### config.mk
export PLATFORM = sky130hd
export DESIGN_NAME = muldiv_ctrl_flat
export DESIGN_NICKNAME = d
export VERILOG_FILES = /design/src/rtl/muldiv_ctrl_pkg.sv /design/src/rtl/muldiv_ctrl_if.sv /design/src/rtl/muldiv_iter.sv /design/src/rtl/muldiv_ctrl.sv /design/src/flat_wrapper.sv
export SDC_FILE = /design/constraint.sdc
export NUM_CORES = 1
export LEC_CHECK = 0
export CAP_MARGIN = 40
export CORE_ASPECT_RATIO = 1.1
export CORE_MARGIN = 2
export CORE_UTILIZATION = 55
export CTS_CLUSTER_DIAMETER = 60
export DETAILED_ROUTE_END_ITERATION = 10
export PLACE_DENSITY = 0.85
export SLEW_MARGIN = 15
export SYNTH_ARGS = -nofsm -noshare
export SYNTH_HDL_FRONTEND = slang
export SYNTH_HIERARCHICAL = 1
export SYNTH_SLANG_ARGS = --single-unit
### constraint.sdc
create_clock -name clk -period 4.3 [get_ports clk]
set_clock_uncertainty 0.05 [all_clocks]
set_input_delay 0.86 -clock clk [delete_from_list [all_inputs] [get_ports clk]]
set_output_delay 0.86 -clock clk [all_outputs]
set_load 0.05 [all_outputs]
### src/rtl/muldiv_ctrl_pkg.sv
// Shared types and decode helpers for the iterative multiply/divide sequencer.
// M-extension op encodings live here alongside the existing MUL ops.
package muldiv_ctrl_pkg;

   localparam int XLEN_DEFAULT = 32;

   typedef enum logic [3:0] {
      ALUOP_MUL    = 4'h0,
      ALUOP_MULH   = 4'h1,
      ALUOP_MULHSU = 4'h2,
      ALUOP_MULHU  = 4'h3,
      ALUOP_DIV    = 4'h4,
      ALUOP_DIVU   = 4'h5,
      ALUOP_REM    = 4'h6,
      ALUOP_REMU   = 4'h7
   } aluop_e;

   function automatic logic op_is_div(aluop_e op);
      return op inside {ALUOP_DIV, ALUOP_DIVU, ALUOP_REM, ALUOP_REMU};
   endfunction

   // High result half means product[2*XLEN-1:XLEN] for MULH*, remainder for REM*.
   function automatic logic op_sel_hi(aluop_e op);
      return op inside {ALUOP_MULH, ALUOP_MULHSU, ALUOP_MULHU, ALUOP_REM, ALUOP_REMU};
   endfunction

   // {a_signed, b_signed}; MUL counts as signed since its low half is sign-agnostic.
   function automatic logic [1:0] op_sgn(aluop_e op);
      case (op)
         ALUOP_MUL, ALUOP_MULH, ALUOP_DIV, ALUOP_REM: return 2'b11;
         ALUOP_MULHSU:                                return 2'b10;
         default:                                     return 2'b00;
      endcase
   endfunction

endpackage

### src/rtl/muldiv_ctrl_if.sv
// EX/MEM-facing handshake bundle of the multiply/divide sequencer.
interface muldiv_ctrl_if import muldiv_ctrl_pkg::*; #(parameter int XLEN = XLEN_DEFAULT) ();

   logic            req_valid;
   aluop_e          req_op;
   logic [XLEN-1:0] req_a;
   logic [XLEN-1:0] req_b;
   logic            req_ready;
   logic            flush;
   logic            out_valid;
   logic [XLEN-1:0] out_data;
   logic            out_ready;
   logic            stall;

   modport master (
      output req_valid, req_op, req_a, req_b, flush, out_ready,
      input  req_ready, out_valid, out_data, stall
   );

   modport slave (
      input  req_valid, req_op, req_a, req_b, flush, out_ready,
      output req_ready, out_valid, out_data, stall
   );

endinterface

### src/rtl/muldiv_iter.sv
// One combinational step of the multiply (add + shift right) or restoring divide
// (shift left + trial subtract) loop on the {acc, shreg} pair.
module muldiv_iter import muldiv_ctrl_pkg::*; #(parameter int XLEN = XLEN_DEFAULT) (
   input  logic [2*XLEN-1:0] step_in,
   input  logic [XLEN-1:0]   operand,
   input  logic              div_mode,
   output logic [2*XLEN-1:0] step_out
);

   logic [XLEN-1:0] acc;
   logic [XLEN-1:0] shreg;
   logic [XLEN:0]   sum;
   logic [XLEN:0]   rem_trial;
   logic [XLEN-1:0] diff;
   logic            ge;

   assign acc       = step_in[2*XLEN-1:XLEN];
   assign shreg     = step_in[XLEN-1:0];
   assign sum       = {1'b0, acc} + {1'b0, (shreg[0] ? operand : '0)};
   assign rem_trial = {acc, shreg[XLEN-1]};
   assign ge        = rem_trial >= {1'b0, operand};
   // Only used when ge, so the modulo-2^XLEN difference is exact.
   assign diff      = rem_trial[XLEN-1:0] - operand;

   always_comb begin
      step_out = {sum, shreg[XLEN-1:1]};
      if (div_mode) begin
         step_out = {(ge ? diff : rem_trial[XLEN-1:0]), shreg[XLEN-2:0], ge};
      end
   end

endmodule

### src/rtl/muldiv_ctrl.sv
// Iterative M-extension sequencer: IDLE -> PREP -> RUN (XLEN steps) -> FIX -> DONE.
// Optional result-reuse entry for MULH->MUL / DIV->REM pairs under MULDIV_FUSE_EN.
module muldiv_ctrl import muldiv_ctrl_pkg::*; #(parameter int XLEN = XLEN_DEFAULT) (
   input  logic          clk,
   input  logic          reset,
   muldiv_ctrl_if.slave  bus
);

   localparam int CNT_W = $clog2(XLEN) + 1;
   localparam logic [XLEN-1:0] MIN_INT = {1'b1, {(XLEN-1){1'b0}}};

   typedef enum logic [2:0] {S_IDLE, S_PREP, S_RUN, S_FIX, S_DONE} state_e;

   state_e          state_reg, state_next;
   logic [CNT_W-1:0] cnt_reg, cnt_next;
   aluop_e          op_reg, op_next;
   logic [XLEN-1:0] a_reg, a_next, b_reg, b_next;
   logic [XLEN-1:0] acc_reg, acc_next, shreg_reg, shreg_next, opnd_reg, opnd_next;
   logic            neg_res_reg, neg_res_next, neg_rem_reg, neg_rem_next;
   logic            out_valid_reg, out_valid_next;
   logic [XLEN-1:0] out_data_reg, out_data_next;

   logic            accept, div_zero, div_ovf, shortcut, div_mode;
   logic [1:0]      req_sgn, cur_sgn;
   logic [XLEN-1:0] short_hi, short_lo;
   logic            a_neg, b_neg;
   logic [XLEN-1:0] abs_a, abs_b;
   logic [2*XLEN-1:0] step_next, prod;
   logic [XLEN-1:0] quot, rem, fix_hi, fix_lo;
   logic            store_en, fuse_hit;
   logic [XLEN-1:0] store_hi, store_lo, fuse_hi, fuse_lo;

   assign accept   = bus.req_valid & (state_reg == S_IDLE) & ~bus.flush;
   assign req_sgn  = op_sgn(bus.req_op);
   assign div_zero = op_is_div(bus.req_op) & (bus.req_b == '0);
   assign div_ovf  = op_is_div(bus.req_op) & req_sgn[0] & (bus.req_a == MIN_INT) & (bus.req_b == '1);
   assign shortcut = div_zero | div_ovf;
   assign short_lo = div_zero ? '1 : MIN_INT;
   assign short_hi = div_zero ? bus.req_a : '0;

   assign div_mode = op_is_div(op_reg);
   assign cur_sgn  = op_sgn(op_reg);
   assign a_neg    = cur_sgn[1] & a_reg[XLEN-1];
   assign b_neg    = cur_sgn[0] & b_reg[XLEN-1];
   assign abs_a    = a_neg ? -a_reg : a_reg;
   assign abs_b    = b_neg ? -b_reg : b_reg;

   // Remainder follows the dividend's sign; quotient/product follow a_neg ^ b_neg.
   assign prod   = neg_res_reg ? -{acc_reg, shreg_reg} : {acc_reg, shreg_reg};
   assign quot   = neg_res_reg ? -shreg_reg : shreg_reg;
   assign rem    = neg_rem_reg ? -acc_reg : acc_reg;
   assign fix_hi = div_mode ? rem  : prod[2*XLEN-1:XLEN];
   assign fix_lo = div_mode ? quot : prod[XLEN-1:0];

   muldiv_iter #(.XLEN(XLEN)) u_iter (
      .step_in  ({acc_reg, shreg_reg}),
      .operand  (opnd_reg),
      .div_mode (div_mode),
      .step_out (step_next)
   );

   always_comb begin
      state_next     = state_reg;
      cnt_next       = cnt_reg;
      op_next        = op_reg;
      a_next         = a_reg;
      b_next         = b_reg;
      acc_next       = acc_reg;
      shreg_next     = shreg_reg;
      opnd_next      = opnd_reg;
      neg_res_next   = neg_res_reg;
      neg_rem_next   = neg_rem_reg;
      out_valid_next = out_valid_reg;
      out_data_next  = out_data_reg;
      store_en       = 1'b0;
      store_hi       = fix_hi;
      store_lo       = fix_lo;
      if (bus.flush) begin
         state_next     = S_IDLE;
         out_valid_next = 1'b0;
      end else begin
         case (state_reg)
            S_IDLE: if (accept) begin
               op_next = bus.req_op;
               a_next  = bus.req_a;
               b_next  = bus.req_b;
               if (shortcut) begin
                  state_next     = S_DONE;
                  out_valid_next = 1'b1;
                  out_data_next  = op_sel_hi(bus.req_op) ? short_hi : short_lo;
                  store_en       = 1'b1;
                  store_hi       = short_hi;
                  store_lo       = short_lo;
               end else if (fuse_hit) begin
                  state_next     = S_DONE;
                  out_valid_next = 1'b1;
                  out_data_next  = op_sel_hi(bus.req_op) ? fuse_hi : fuse_lo;
               end else begin
                  state_next = S_PREP;
               end
            end
            S_PREP: begin
               acc_next     = '0;
               cnt_next     = CNT_W'(XLEN - 1);
               neg_res_next = a_neg ^ b_neg;
               neg_rem_next = a_neg;
               shreg_next   = div_mode ? abs_a : abs_b;
               opnd_next    = div_mode ? abs_b : abs_a;
               state_next   = S_RUN;
            end
            S_RUN: begin
               {acc_next, shreg_next} = step_next;
               if (cnt_reg == '0) begin
                  state_next = S_FIX;
               end else begin
                  cnt_next = cnt_reg - 1'b1;
               end
            end
            S_FIX: begin
               state_next     = S_DONE;
               out_valid_next = 1'b1;
               out_data_next  = op_sel_hi(op_reg) ? fix_hi : fix_lo;
               store_en       = 1'b1;
            end
            S_DONE: if (bus.out_ready) begin
               state_next     = S_IDLE;
               out_valid_next = 1'b0;
            end
            default: state_next = S_IDLE;
         endcase
      end
   end

   always_ff @(posedge clk) begin
      if (reset) begin
         state_reg     <= S_IDLE;
         cnt_reg       <= '0;
         op_reg        <= ALUOP_MUL;
         a_reg         <= '0;
         b_reg         <= '0;
         acc_reg       <= '0;
         shreg_reg     <= '0;
         opnd_reg      <= '0;
         neg_res_reg   <= 1'b0;
         neg_rem_reg   <= 1'b0;
         out_valid_reg <= 1'b0;
         out_data_reg  <= '0;
      end else begin
         state_reg     <= state_next;
         cnt_reg       <= cnt_next;
         op_reg        <= op_next;
         a_reg         <= a_next;
         b_reg         <= b_next;
         acc_reg       <= acc_next;
         shreg_reg     <= shreg_next;
         opnd_reg      <= opnd_next;
         neg_res_reg   <= neg_res_next;
         neg_rem_reg   <= neg_rem_next;
         out_valid_reg <= out_valid_next;
         out_data_reg  <= out_data_next;
      end
   end

`ifdef MULDIV_FUSE_EN
   logic            fuse_valid_reg, fuse_div_reg;
   logic [1:0]      fuse_sgn_reg;
   logic [XLEN-1:0] fuse_a_reg, fuse_b_reg, fuse_hi_reg, fuse_lo_reg;

   assign fuse_hit = fuse_valid_reg & (fuse_a_reg == bus.req_a) & (fuse_b_reg == bus.req_b) &
                     (fuse_div_reg == op_is_div(bus.req_op)) & (fuse_sgn_reg == req_sgn);
   assign fuse_hi  = fuse_hi_reg;
   assign fuse_lo  = fuse_lo_reg;

   // Keyed on the operands the completing op was accepted with; survives flush.
   always_ff @(posedge clk) begin
      if (reset) begin
         fuse_valid_reg <= 1'b0;
         fuse_div_reg   <= 1'b0;
         fuse_sgn_reg   <= '0;
         fuse_a_reg     <= '0;
         fuse_b_reg     <= '0;
         fuse_hi_reg    <= '0;
         fuse_lo_reg    <= '0;
      end else if (store_en & ~bus.flush) begin
         fuse_valid_reg <= 1'b1;
         fuse_div_reg   <= op_is_div(op_next);
         fuse_sgn_reg   <= op_sgn(op_next);
         fuse_a_reg     <= a_next;
         fuse_b_reg     <= b_next;
         fuse_hi_reg    <= store_hi;
         fuse_lo_reg    <= store_lo;
      end
   end
`else
   logic unused_store;
   assign fuse_hit     = 1'b0;
   assign fuse_hi      = '0;
   assign fuse_lo      = '0;
   assign unused_store = ^{store_en, store_hi, store_lo};
`endif

   assign bus.req_ready = (state_reg == S_IDLE);
   assign bus.out_valid = out_valid_reg;
   assign bus.out_data  = out_data_reg;
   assign bus.stall     = bus.req_valid & ~(out_valid_reg & bus.out_ready);

endmodule

### src/flat_wrapper.sv
// flat-port wrapper written by rule: the top's interface ports become plain ports
module muldiv_ctrl_flat import muldiv_ctrl_pkg::*;
#(parameter int XLEN = XLEN_DEFAULT)
  (clk, reset, bus_req_valid, bus_req_op, bus_req_a, bus_req_b, bus_flush, bus_out_ready, bus_req_ready, bus_out_valid, bus_out_data, bus_stall);
  muldiv_ctrl_if #(.XLEN(XLEN)) bus_i ();
  input  logic clk;
  input  logic reset;
  input wire logic [$bits(bus_i.req_valid)-1:0] bus_req_valid;
  input wire logic [$bits(bus_i.req_op)-1:0] bus_req_op;
  input wire logic [$bits(bus_i.req_a)-1:0] bus_req_a;
  input wire logic [$bits(bus_i.req_b)-1:0] bus_req_b;
  input wire logic [$bits(bus_i.flush)-1:0] bus_flush;
  input wire logic [$bits(bus_i.out_ready)-1:0] bus_out_ready;
  output wire logic [$bits(bus_i.req_ready)-1:0] bus_req_ready;
  output wire logic [$bits(bus_i.out_valid)-1:0] bus_out_valid;
  output wire logic [$bits(bus_i.out_data)-1:0] bus_out_data;
  output wire logic [$bits(bus_i.stall)-1:0] bus_stall;
  assign bus_i.req_valid = bus_req_valid;
  assign bus_i.req_op = bus_req_op;
  assign bus_i.req_a = bus_req_a;
  assign bus_i.req_b = bus_req_b;
  assign bus_i.flush = bus_flush;
  assign bus_i.out_ready = bus_out_ready;
  assign bus_req_ready = bus_i.req_ready;
  assign bus_out_valid = bus_i.out_valid;
  assign bus_out_data = bus_i.out_data;
  assign bus_stall = bus_i.stall;
  muldiv_ctrl #(.XLEN(XLEN)) u_core (.clk(clk), .reset(reset), .bus(bus_i));
endmodule
Word-level counts from Yosys, hierarchy flattened
Cells that the tools add are included.

Bits in registers: 208. Input bits: 73. Output and inout bits: 35.

Add/subtract/negate cells: 8. $lt $le $gt $ge: 1. Eq/ne operators: 25. Muxes and demuxes: 34. Bitwise gates (word level): 14. Reduce and logical (&&, ||, !) cells: 22.

Operator list (number): $mux W32 (15); $pmux W32 S2 (3); $mux W64 (2); $neg A32 Y32 (4); $eq A32 B32 Y1 const B (2); $neg A64 Y64 (1); $add A32 B32 Y33 (1); $ge A33 B32 Y1 (1); $eq A4 B3 Y1 const B (8); $logic_not A32 Y1 (1); $sub A32 B32 Y32 (1); $mux W31 (1); $eq A4 B2 Y1 const B (4); $pmux W3 S5 (1); $mux W3 (4); $pmux W6 S2 (1); $and A1 B1 Y1 (10); $reduce_bool A5 Y1 (2); $reduce_and A3 Y1 (3); $eq A4 B1 Y1 const B (2); $logic_not A4 Y1 (2); $reduce_and A4 Y1 (2); $reduce_bool A4 Y1 (2); $reduce_or A4 Y1 (2); 20 further kinds (29).

Depth between registers and ports, before layout
Gate-level depths: netlist of run 1.

Word-level depth: 10. Depth in mapped cells: 15. Mapped depth without buffers: 15.

Hierarchy
The synthesis of run 1 kept the hierarchy.

Modules (own cells, without submodules): muldiv_ctrl (times used 1, cells each 1592, area an instance 12106.6 um^2, seq. area each 4164.0 um^2); muldiv_iter (times used 1, cells each 671, area an instance 4698.3 um^2, seq. area each 0.0 um^2).

Worst setup path after synthesis of run 1
Ideal clock, no wire load.

Path kind: flip-flop to flip-flop. Start: register u_core.shreg_reg[0]. End: register u_core.acc_reg[27]. Setup time: 0.117 ns. Arrival: 3.372 ns. Required time: 4.133 ns. Slack: 0.762 ns. Cell stages (with the launch flop): 15. Path buffers: 1. Clock period less this slack: 3.538 ns. Cells stage by stage: dfxtp_1 > clkbuf_1 > and2_1 > ha_1 > fa_1 > a21o_1 > a211oi_2 > and4bb_1 > o211ai_2 > a211oi_2 > o211ai_2 > or4b_1 > and4_1 > a221o_1 > a22o_1.

Word-level cells in the longest chain between the ends: 4.

Ends and longest elaborated chain: start: declaration (line muldiv_ctrl.sv:18) `logic [XLEN-1:0] acc_reg, acc_next, shreg_reg, shreg_next, opnd_reg, opnd_next;`; start signal: assignment (line muldiv_ctrl.sv:155) `shreg_reg <= shreg_next;`; $mux W32 (line muldiv_iter.sv:19) `assign sum = {1'b0, acc} + {1'b0, (shreg[0] ? operand : '0)};`; $add A32 B32 Y33 (line muldiv_iter.sv:19); $mux W64 (line muldiv_iter.sv:27) `if (div_mode) begin`; via u_core.step_next[59] (line muldiv_ctrl.sv:28) `logic [2*XLEN-1:0] step_next, prod;`; $pmux W32 S2 (line muldiv_ctrl.sv:82) `case (state_reg)`; end signal: assignment (line muldiv_ctrl.sv:154) `acc_reg <= acc_next;`; end: declaration (line muldiv_ctrl.sv:18).

The timed path passes the listed nets, and every way through them passes these cells. A chain may end at the register's enable or synchronous reset.

Worst setup path after layout of run 1
Start: register u_core.shreg_reg[31]. End: register u_core.acc_reg[28].

Word-level cells in the longest chain between the ends: 4. Elaborated cells on any way between the ends: 5.

Ends and longest elaborated chain: $sub A32 B32 Y32 or $ge A33 B32 Y1 (tied branches) (line muldiv_iter.sv:23, muldiv_iter.sv:21); $mux W32 * (line muldiv_iter.sv:28) `step_out = {(ge ? diff : rem_trial[XLEN-1:0]), shreg[XLEN-2:0], ge};`; $mux W64 * (line muldiv_iter.sv:27); via u_core.step_next[60] (line muldiv_ctrl.sv:28); $pmux W32 S2 * (line muldiv_ctrl.sv:82).

The timed path passes the listed nets; every way through them passes the cells marked *.

==> impl_metrics.tcl, run 1 <==
set metrics [dict create \
    status "completed" \
    powerDensity_nw_per_um2 276.5 \
    synth_edf_count 0 \
    clk_pin_slew_ps 60 \
    power.total_uw 5346 \
    instances_no_fill 2753 \
    critical_path.max_stage_delay_ps 660 \
    place_congestion 1.045 \
    placed_cells 2704 \
    p_switching_uw 1690 \
    cp-start-kind "register" \
    max-vdd-ir-drop_mv 0.3038 \
    async_flop_share 0 \
    finish.net_count 2464 \
    internal_power_uw 3656 \
    timing.rr.start "u_core/shreg_reg[31]$_SDFFE_PP0P_" \
    place_hpwl_um 48030 \
    start_util 0.5553 \
    overflow 0 \
    critPathMaxFanout 4 \
    hp-class "register to register" \
    die_w_um 170.7 \
    p_seq_frac 0.384 \
    vias 18720 \
    synth_compound_area_frac 0.2850 \
    critical_path_arrival_ps 4450 \
    critPathSlowestCell "a2111oi_0" \
    clk_latency_ps 570 \
    max_freq_mhz 247.6 \
    crit_family "compound AO/OA/AOI/OAI gates" \
    maxSlewViolCount 0 \
    wirelength_um 63760 \
    antenna_found_initial 2 \
    cts_tree "yes" \
    yosysSeqAreaShare 0.2478 \
    grt_max_degree 88 \
    synthAdderAreaFrac 0.05450 \
    worstSetupEndpointType "register" \
    core-area_um2 30260 \
    htreeDepth 1 \
    crit_type "register to register" \
    worst_slew_pin_slew_ps 908.3 \
    syn_to_final_growth_pct 15.08 \
    rows 67 \
    grt_pass1_vias 17410 \
    critPathLaunch "u_core/shreg_reg[31]$_SDFFE_PP0P_" \
    crit_required_ps 4710 \
    finalSetupViolCount 0 \
    cts_hold_repair.buffers 0 \
    syn_nets 2408 \
    ys_seq_elements 208 \
    grt_pass1_wl_um 97310 \
    synth_top_cell_area_share 0.2478 \
    syn-cell-area_um2 16800 \
    synth_top_family_by_area "compound AO/OA/AOI/OAI gates" \
    min-delay-start "u_core/bus.out_valid$_SDFFE_PP0P_" \
    synthCells 2263 \
    synthMuxAreaShare 0.04512 \
    path_buf_inv 2 \
    ctsLongestPathBuffers 3 \
    stdcell_area_um2 19340 \
    cts_root_buffer "clkbuf_16" \
    routedWlPerCell_um 23.16 \
    swShare 0.3161 \
    rrSetupSlack_ps 260 \
    cts_inserted_buffers 27 \
    reg2reg_depth 13 \
    drt-pass1-iter-count 6 \
    ys.flop_type "dfxtp_1" \
    maxCapViolCount 0 \
    ios 108 \
    power.leakage_uw 0.007738 \
    synth_area_leaders "dfxtp_1, a21oi_1, nand2_1, ha_1, xor2_1" \
    ys_types 92 \
    ctsResizeCount 0 \
    yosys_warnings 6 \
    drt_iter0_markers 2341 \
    path_cells "inv_1 > ha_1 > inv_1 > fa_1 > a21oi_1 > o211ai_2 > o21ai_2 > o21ai_2 > a31oi_1 > o31ai_1 > a2111oi_0 > o22ai_1 > a22o_1" \
    tns_ps 0 \
    power_frac_comb 0.186 \
    nFillCells 2679 \
    dieArea_um2 31970 \
    synthXorXnorAreaFrac 0.08235 \
    synth_top_cell_by_area "dfxtp_1" \
    ant_nets 0 \
    crit_cells 13 \
    hold_viol 0 \
    yosys.area_share.simple 0.2359 \
    drc 0 \
    synth.avg_cell_area_um2 7.426 \
    die_y_um 187.3 \
    grt_usage 0.3869 \
    vias_per_cell 6.800 \
    crit_path_end "u_core/acc_reg[28]$_SDFFE_PP0P_" \
    slew_headroom 0.3918 \
    post_cts_buffers 0 \
    drive_above_1_share 0.08683 \
    timing.final.crit_share 0.9393 \
    postPlaceCellArea_um2 18440 \
    clock_sinks 208 \
    r2r_end "u_core/acc_reg[28]$_SDFFE_PP0P_" \
    p_clk_frac 0.430 \
    portBuffers 107 \
    period_needed_ps 4039 \
    rsz0062_at_grt "false" \
]
-- layer usage --
metal | global-route usage | vias up | wire length (um)
li1 | - | 8445 | -
met4 | 0.2640 | 4 | 5285
met2 | 0.6003 | 1238 | 27820
met5 | 0 | - | 30
met3 | 0.07617 | 304 | 6495
met1 | 0.4816 | 8730 | 24130
-- worst reg2reg max path, cell delays in order (launching register included) --
cell	delay [ps]
dfxtp_1	320
inv_1	80
ha_1	170
inv_1	50
fa_1	410
a21oi_1	270
o211ai_2	200
o21ai_2	290
o21ai_2	130
a31oi_1	640
o31ai_1	260
a2111oi_0	660
o22ai_1	190
a22o_1	220
-- how the worst min path moves through the flow --
stage / endpoint / slack [ps] / cells past startpoint
after floorplan: u_core/opnd_reg[13]$_SDFFE_PP0P_ / 390 / 2
after global placement: u_core/a_reg[29]$_SDFFE_PP0P_ / 420 / 2
after detailed placement: u_core/a_reg[31]$_SDFFE_PP0P_ / 430 / 2
after CTS: u_core/a_reg[31]$_SDFFE_PP0P_ / 440 / 2
after global routing: u_core/bus.out_valid$_SDFFE_PP0P_ / 460 / 2
final: u_core/bus.out_valid$_SDFFE_PP0P_ / 440 / 2
-- synthesized netlist by cell type, drive strengths merged, types with 33 or more instances --
| cell | count |
|---|---|
| inv | 70 |
| or3 | 33 |
| xor2 | 90 |
| xnor2 | 68 |
| mux2 | 35 |
| a21o | 40 |
| mux2i | 36 |
| o31ai | 33 |
| nand3 | 54 |
| a21oi | 241 |
| nor3 | 57 |
| clkbuf | 125 |
| ha | 70 |
| nor2 | 158 |
| o22ai | 36 |
| nand2 | 306 |
| a211oi | 57 |
| nor4 | 47 |
| and2 | 42 |
| dfxtp | 208 |
| o21ai | 99 |
-- through the flow --
step	utilization	setup slack, ps	hold slack [ps]
after CTS	0.6389	531.7	439.3
after floorplan	-	761.5	389.2
final	0.6390	260.9	442.8
after detailed placement	0.6093	556.1	428.7
after global placement	0.6082	663.0	422.0
after global routing	0.6389	248.9	462.3
-- placed cells by master, fill, tap and decap left out, types with 10 or more instances in the layout --
cell type	synthesis	layout
dfxtp_1	208	208
o21a_1	13	13
mux2i_1	36	36
a311oi_1	12	12
xor2_1	90	90
or3_1	30	30
a211oi_1	54	54
a21oi_1	241	241
o41ai_1	24	24
or4_1	19	19
o31ai_1	32	32
buf_4	2	60
nand3_1	54	54
clkdlybuf4s50_1	0	106
nand2b_1	14	13
mux2_2	34	34
ha_1	70	70
nor2b_1	12	12
nor2_1	158	155
nand4_1	23	23
or2_2	10	10
a31oi_1	17	17
o21bai_1	14	13
o22ai_1	35	35
o21ai_0	94	94
o211ai_1	14	14
a22o_1	23	23
a32o_1	18	18
and2_1	40	40
nor3_1	56	51
a21o_1	40	40
inv_1	70	70
clkbuf_16	0	27
xnor2_1	68	68
nand2_1	306	305
nor4_1	45	45
-- power groups by stage --
stage / registers, uW / clock network, uW / logic (uW)
detailed placement: 2090 / 0 / 952
global route: 2060 / 2380 / 1060
CTS: 2050 / 2310 / 959
finish: 2050 / 2300 / 995
global placement: 2090 / 0 / 932
floorplan: 2060 / 0 / 629
-- cell type report --
type                    count  area (um2)  area share
well taps                 414       518.0     0.02679
diodes                      1       2.502   0.0001294
inverters                  71       269.0     0.01391
multi-input cells        1840       11880      0.6145
flip-flops and latches    208        4164      0.2153
repair buffers            171        1607     0.08307
clock inverters            15       147.6    0.007635
clock buffers              33       748.2     0.03869
-- kinds of logic (layout without fill, tap and decap cells) --
family          Yosys count  in the layout
simple gates            817            817
mux                      71             71
xor+xnor                158            158
other cells               0              1
flops                   208            208
fa+ha+maj                72             72
compound gates          722            722
buf+inv                 215            290
Power figures use the tool's default switching activity.
==> run 2, diff against run 1 <==
- HOLD_SLACK_MARGIN: default -> 0.15
- MAX_ROUTING_LAYER: default -> met4
==> impl_metrics.tcl, run 2 (synthesized netlist as in run 1, its figures left out) <==
set metrics [dict create \
    cts_tree "yes" \
    syn_to_final_growth_pct 14.88 \
    powerDensity_nw_per_um2 272.3 \
    core-area_um2 30260 \
    portBuffers 107 \
    mostFrequentLayoutCell "nand2_1" \
    place_hpwl_um 48130 \
    timing.rr.start "u_core/shreg_reg[0]$_SDFFE_PP0P_" \
    nFillCells 2708 \
    maxSlewViolCount 0 \
    max-vdd-ir-drop_mv 0.3253 \
    drt-pass1-iter-count 6 \
    seq_area_um2 4164 \
    tns_ps 0 \
    cts_root_buffer "clkbuf_16" \
    rrSetupSlack_ps 390 \
    ant_nets 0 \
    cts_inserted_buffers 26 \
    place_congestion 1.085 \
    power.total_uw 5256 \
    vias 18580 \
    timing.final.crit_share 0.9099 \
    most-common-layout-cells "nand2_1, a21oi_1, dfxtp_1, nor2_1, clkdlybuf4s50_1" \
    clk_latency_ps 550 \
    grt_pass1_vias 17320 \
    reg2reg_depth 12 \
    min-delay-start "u_core/b_reg[29]$_SDFFE_PP0P_" \
    holdPathEnd "u_core/b_reg[29]$_SDFFE_PP0P_" \
    htreeDepth 1 \
    r2r_end "u_core/acc_reg[27]$_SDFFE_PP0P_" \
    worst_slew_pin_slew_ps 948.9 \
    critical_path_arrival_ps 4300 \
    diodes 0 \
    ios 108 \
    overflow 0 \
    critPathMaxFanout 23 \
    grt_pass1_wl_um 97040 \
    hold_viol 0 \
    post_cts_buffers 0 \
    drive_above_1_share 0.08586 \
    wirelength_um 63310 \
    ctsResizeCount 0 \
    finalSetupViolCount 0 \
    dieArea_um2 31970 \
    die_w_um 170.7 \
    ctsLongestPathBuffers 3 \
    maxCapViolCount 0 \
    period_needed_ps 3913 \
    max_freq_mhz 255.6 \
    slew_headroom 0.3646 \
    start_util 0.5553 \
    crit_required_ps 4690 \
    status "completed" \
    finish.net_count 2466 \
    drc 0 \
    vias_per_cell 6.744 \
    grt_max_degree 93 \
    worstSetupEndpointType "register" \
    pre_cts_ws_ps 442.2 \
    clk_pin_slew_ps 60 \
    clock_sinks 208 \
    antenna_found_initial 1 \
    hp-class "register to register" \
    rows 67 \
    routedWlPerCell_um 22.98 \
    drt_iter0_markers 2358 \
    power.leakage_uw 0.007719 \
    multi_input_area_um2 11880 \
    crit_type "register to register" \
    cp-start-kind "register" \
    die_y_um 187.3 \
    whs_ps 425.7 \
    grt_usage 0.3957 \
    rsz0062_at_grt "false" \
    cts_hold_repair.buffers 0 \
    hold_depth 2 \
    timing.final.ws_setup_ps 387.4 \
]
==> run 2: cell types whose count changed in the layout (fill, tap and decap cells not counted), sizes merged <==
cell / delta
clkinv: +2
buf: +3
clkbuf: +1
bufinv: +1
diode: -1
inv: -5
clkinvlp: +1
==> run 2: worst max-delay path, stage by stage, from the launching register on <==
cell	delay, ps
dfxtp_1	630
buf_4	350
and2_1	170
ha_1	290
a21o_1	210
a21o_1	180
a21o_1	210
a311o_1	440
o211ai_2	190
or4b_1	430
and4_1	210
a221o_1	260
a22o_1	190
==> run 2: power by group <==
group,switching [uW],internal (uW),total (uW)
clock,916,1300,2210
sequential,76.0,1970,2050
combinational,625,367,992
==> run 2: how the worst max path moves through the flow <==
stage	start	endpoint	slack, ps	cells past startpoint
3_5_place_dp	u_core/shreg_reg[0]$_SDFFE_PP0P_	u_core/acc_reg[27]$_SDFFE_PP0P_	440	12
2_1_floorplan	u_core/shreg_reg[0]$_SDFFE_PP0P_	u_core/acc_reg[27]$_SDFFE_PP0P_	760	14
5_1_grt	u_core/shreg_reg[0]$_SDFFE_PP0P_	u_core/acc_reg[27]$_SDFFE_PP0P_	220	12
4_1_cts	u_core/shreg_reg[0]$_SDFFE_PP0P_	u_core/acc_reg[27]$_SDFFE_PP0P_	430	12
3_3_place_gp	bus_req_b[8]	u_core/bus.out_data[22]$_SDFFE_PP0P_	490	9
6_report	u_core/shreg_reg[0]$_SDFFE_PP0P_	u_core/acc_reg[27]$_SDFFE_PP0P_	390	12
==> run 2: final cells by class <==
class / instances / area share
Tap cell: 414 / 0.02683
Timing Repair Buffer: 174 / 0.08328
Clock inverter: 14 / 0.007842
Multi-Input combinational cell: 1840 / 0.6155
Inverter: 71 / 0.01393
Clock buffer: 34 / 0.03688
Sequential cell: 208 / 0.2157
==> run 2: routing by layer <==
| layer | global-route usage | wire length (um) | vias up |
|---|---|---|---|
| met2 | 0.6272 | 28560 | 1116 |
| met5 | - | 0 | - |
| met4 | 0.2262 | 4713 | 0 |
| met1 | 0.4789 | 24180 | 8744 |
| met3 | 0.05671 | 5846 | 270 |
| li1 | - | - | 8450 |
==> run 2: metrics by stage <==
stage	util	cell area (um2)	instances
2_1_floorplan	-	16800	2263
3_5_place_dp	0.6094	18440	2707
4_1_cts	0.6379	19300	2755
6_report	0.6379	19300	2755
3_3_place_gp	0.6085	18420	2705
5_1_grt	0.6379	19300	2755
